==> src/rtl/rca_4bit.sv <==
// rtl/rca_4bit.sv - registered WIDTH-bit ripple-carry adder
//
// Purpose : {cout, s} = a_in + b_in + c_in, computed by a chain of 1-bit
//           full-adder stages and captured on every rising clk edge.
// Ports   : clk    - rising-edge clock
//           rst_n  - asynchronous active-low reset, clears s and cout
//           a_in   - operand A, unsigned, WIDTH bits
//           b_in   - operand B, unsigned, WIDTH bits
//           c_in   - carry into stage 0
//           s      - registered sum, WIDTH bits
//           cout   - registered carry out of the MSB stage

module rca_4bit #(
    parameter int WIDTH = 4
) (
    input  logic             clk,
    input  logic             rst_n,
    input  logic [WIDTH-1:0] a_in,
    input  logic [WIDTH-1:0] b_in,
    input  logic             c_in,
    output logic [WIDTH-1:0] s,
    output logic             cout
);

    logic [WIDTH-1:0] s_d;
    logic [WIDTH-1:0] s_q;
    logic             cout_d;
    logic             cout_q;
    logic             ripple_c;

    // Walk the chain LSB to MSB; ripple_c carries stage i's carry into
    // stage i+1, so the final value is the carry out of the MSB stage.
    always_comb begin
        s_d      = '0;
        ripple_c = c_in;
        for (int i = 0; i < WIDTH; i++) begin
            s_d[i]   = a_in[i] ^ b_in[i] ^ ripple_c;
            ripple_c = (a_in[i] & b_in[i]) | (ripple_c & (a_in[i] ^ b_in[i]));
        end
        cout_d = ripple_c;
    end

    always_ff @(posedge clk or negedge rst_n) begin
        if (!rst_n) begin
            s_q    <= '0;
            cout_q <= 1'b0;
        end else begin
            s_q    <= s_d;
            cout_q <= cout_d;
        end
    end

    assign s    = s_q;
    assign cout = cout_q;

endmodule

==> config.mk <==
export PLATFORM = sky130hd
export DESIGN_NAME = rca_4bit
export DESIGN_NICKNAME = d
export VERILOG_FILES = /design/src/rtl/rca_4bit.sv
export SDC_FILE = /design/constraint.sdc
export NUM_CORES = 1
export LEC_CHECK = 0
export ABC_AREA = 1
export CORE_AREA = 2 2 39 41
export CTS_BUF_LIST = sky130_fd_sc_hd__clkbuf_16
export DETAILED_ROUTE_END_ITERATION = 16
export DIE_AREA = 0 0 41 43
export GPL_TIMING_DRIVEN = 0
export SETUP_SLACK_MARGIN = 0.4
export SYNTH_ARGS = -nofsm -noshare
export SYNTH_HDL_FRONTEND = slang
export SYNTH_SLANG_ARGS = --single-unit
==> constraint.sdc <==
create_clock -name clk -period 0.8 [get_ports clk]
set_input_delay 0.12 -clock clk [delete_from_list [all_inputs] [get_ports clk]]
set_output_delay 0.12 -clock clk [all_outputs]
set_load 0.05 [all_outputs]
==> flow_summary.json, run 1 <==
{
  "die_area_um2": 1760,
  "final_layout_size_suffix_gt1_share_pct": 60.5,
  "power.ir.vdd_worst_uv": 722,
  "syn_avg_cell_area_um2": 12.8,
  "cp_max_fo": 1,
  "final_number_of_hold_violating_endpoints": 0,
  "setup_violations": 9,
  "ios": 16,
  "critPathLaunchType": "input port",
  "cts_made_buffers": 3,
  "place_worst_setup_slack_ns": -1.40,
  "postLayoutCoreUtil_pct": 36.1,
  "die_h_um": 43,
  "num_vias": 185,
  "synth_xor_xnor_area_share_pct": 0,
  "syn-num-nets": 34,
  "detail_route.wl_per_cell_um": 6.98,
  "cts_buffer_depth": 2,
  "postRouteAntennaNets": 0,
  "worst_slew_pin_slew_ns": 0.217,
  "filler_instances": 148,
  "power.density_cell_area_nw_per_um2": 2940,
  "setup_buffers_after_cts": 0,
  "critical_path.startpoint": "a_in[0]",
  "flip_flop_and_latch_count_after_synthesis": 5,
  "cap_viol_max_count": 0,
  "synth_fa_ha_area_share_pct": 33.0,
  "grt_max_degree": 6,
  "critPathRequiredTime_ns": 0.96,
  "std_cell_rows": 14,
  "vias_per_cell": 3.43,
  "drt-pass1-iter-count": 1,
  "grt.total_usage_pct": 7.71,
  "die_w_um": 41,
  "run_status": "finished with violations",
  "gr-usage-met3_pct": 1.57,
  "synthToLayoutAreaGrowth_pct": 106,
  "worst_hold_path_class": "in -> async",
  "dp_hpwl_um": 316,
  "post-route-min-period_ns": 1.54,
  "grt.busiest_layer": "met4",
  "clock_tree_sinks": 5,
  "dominant_combinational_cell_family_by_area_after_synthesis": "adder cells",
  "tritoncts": "built",
  "slew-limit-headroom_pct": 85.5,
  "area_occupied_by_multi_input_gates_um2": 87.6,
  "layout_worst_path_cycle_share_pct": 193,
  "postLayoutSetupSlackWorst_ns": -0.741,
  "layout.nets": 54,
  "synth.yosys.seq_area_share_pct": 51.5,
  "synth.mux.area_fraction_pct": 0,
  "start_util_pct": 17.5,
  "p_leak_nw": 0.245,
  "dpl-instance-area_um2": 425,
  "first_global_vias": 223,
  "numPortBuffers": 15,
  "synth_simple_gate_area_share_pct": 0,
  "clkTransAtPathRegs_ns": 0.03,
  "h_tree_depth_reported_by_cts": 1,
  "crit_type": "in -> reg",
  "sequential_cell_area_um2": 130,
  "ys_types": 3,
  "synthesis.area_um2": 243,
  "fmaxAchievable_mhz": 649,
  "first_pass_grt_wire_length_um": 752,
  "first_iter_violations": 0,
  "layout.cells.most_common_list": "inv_1, buf_6, inv_2, clkdlybuf4s50_1, dfrtp_2",
  "antenna_found_initial": 0,
  "synthCells": 19,
  "failed_checks": "negative setup slack",
  "ctsRootBufferMaster": "clkbuf_16",
  "grt.met2_usage_pct": 10.3,
  "yosysWarningCount": 0,
  "routed_wl_um": 377,
  "fp.coreArea_um2": 1380,
  "met1_track_usage_gr_pct": 5.32,
  "grt-ovfl-total": 0,
  "globalplace.congestion": 0.547,
  "final-max-slew-violation-count": 0,
  "synth_compound_gate_area_share_pct": 0,
  "critPathArrivalTime_ns": 1.70,
  "design_area_um2": 499,
  "rsz0062_at_grt": "yes",
  "timing.critical_path.to_type": "register",
  "diodes": 0,
  "detail_route.drc_violations": 0
}
critical path, stage by stage:
cell and delay, ns:
buf_6 0.09, fa_2 0.37, inv_2 0.06, fa_2 0.18
inv_2 0.03, fa_2 0.32, inv_2 0.06, fa_1 0.40
inv_1 0.06
state kept, by name, summed over array words and instances (netlist names):
signal	cells
cout	1
s	4
what timing repair did:
| action | in CTS | in global routing |
|---|---|---|
| gates resized for setup | 52 | 0 |
| hold buffers | 0 | 0 |
| hold endpoints to repair | 0 | 0 |
| setup endpoints to repair | 10 | 10 |
| pin swaps | 4 | 0 |
cells by family after synthesis:
kind of cell,after synthesis
flip-flops,5
adder cells (fa/ha/maj),4
buffers and inverters,10
per-layer routing:
layer | up-vias | share of wire (%)
met1 | 81 | 31
met4 | 0 | 13
met5 | - | 0
met3 | 5 | 10
li1 | 84 | -
met2 | 15 | 46
Yosys cell counts:
cell type  count  share of area, %
fa_1           4                33
inv_1         10                15
dfrtp_1        5                52
final cells by class:
cell class                 count  share of cell area (%)
timing repair buffer          15                    29.1
sequential                     5                    26.1
multi-input combinational      4                    17.5
clock buffer                   3                    15.0
inverter                      10                    7.52
tap                           16                    4.01
clock inverter                 1                   0.752
worst max path at each step:
stage,slack [ns],to,cells past startpoint
detailed placement,-1.40,s[3],9
global route,-0.81,s[3],9
finish,-0.74,s[3],9
global placement,-1.38,s[3],9
CTS,-0.75,s[3],9
floorplan,-0.88,s[3],8
through the flow:
stage	TNS, ns	power, mW	hold WS (ns)	cells
after global routing	-2.45	1.55	0.143	54
after floorplan	-2.36	0.519	-0.176	19
after global placement	-6.89	0.667	0.344	50
final	-2.18	1.47	0.114	54
after detailed placement	-6.91	0.669	0.354	50
after CTS	-2.24	1.50	0.118	54
where the power goes:
part	internal (mW)	leakage (nW)	switching (mW)
Sequential	0.301	0.0543	0.0170
Clock	0.646	0.0423	0.149
Combinational	0.141	0.149	0.213
Total	1.09	0.245	0.379
No activity file was read; power rests on OpenSTA's default activity.
==> inputs of run 2 (changes only) <==
CTS_CLUSTER_DIAMETER = 60   (was not set)
==> results of run 2 <==
Final layout, timing and power as in run 1 (identical DEF).
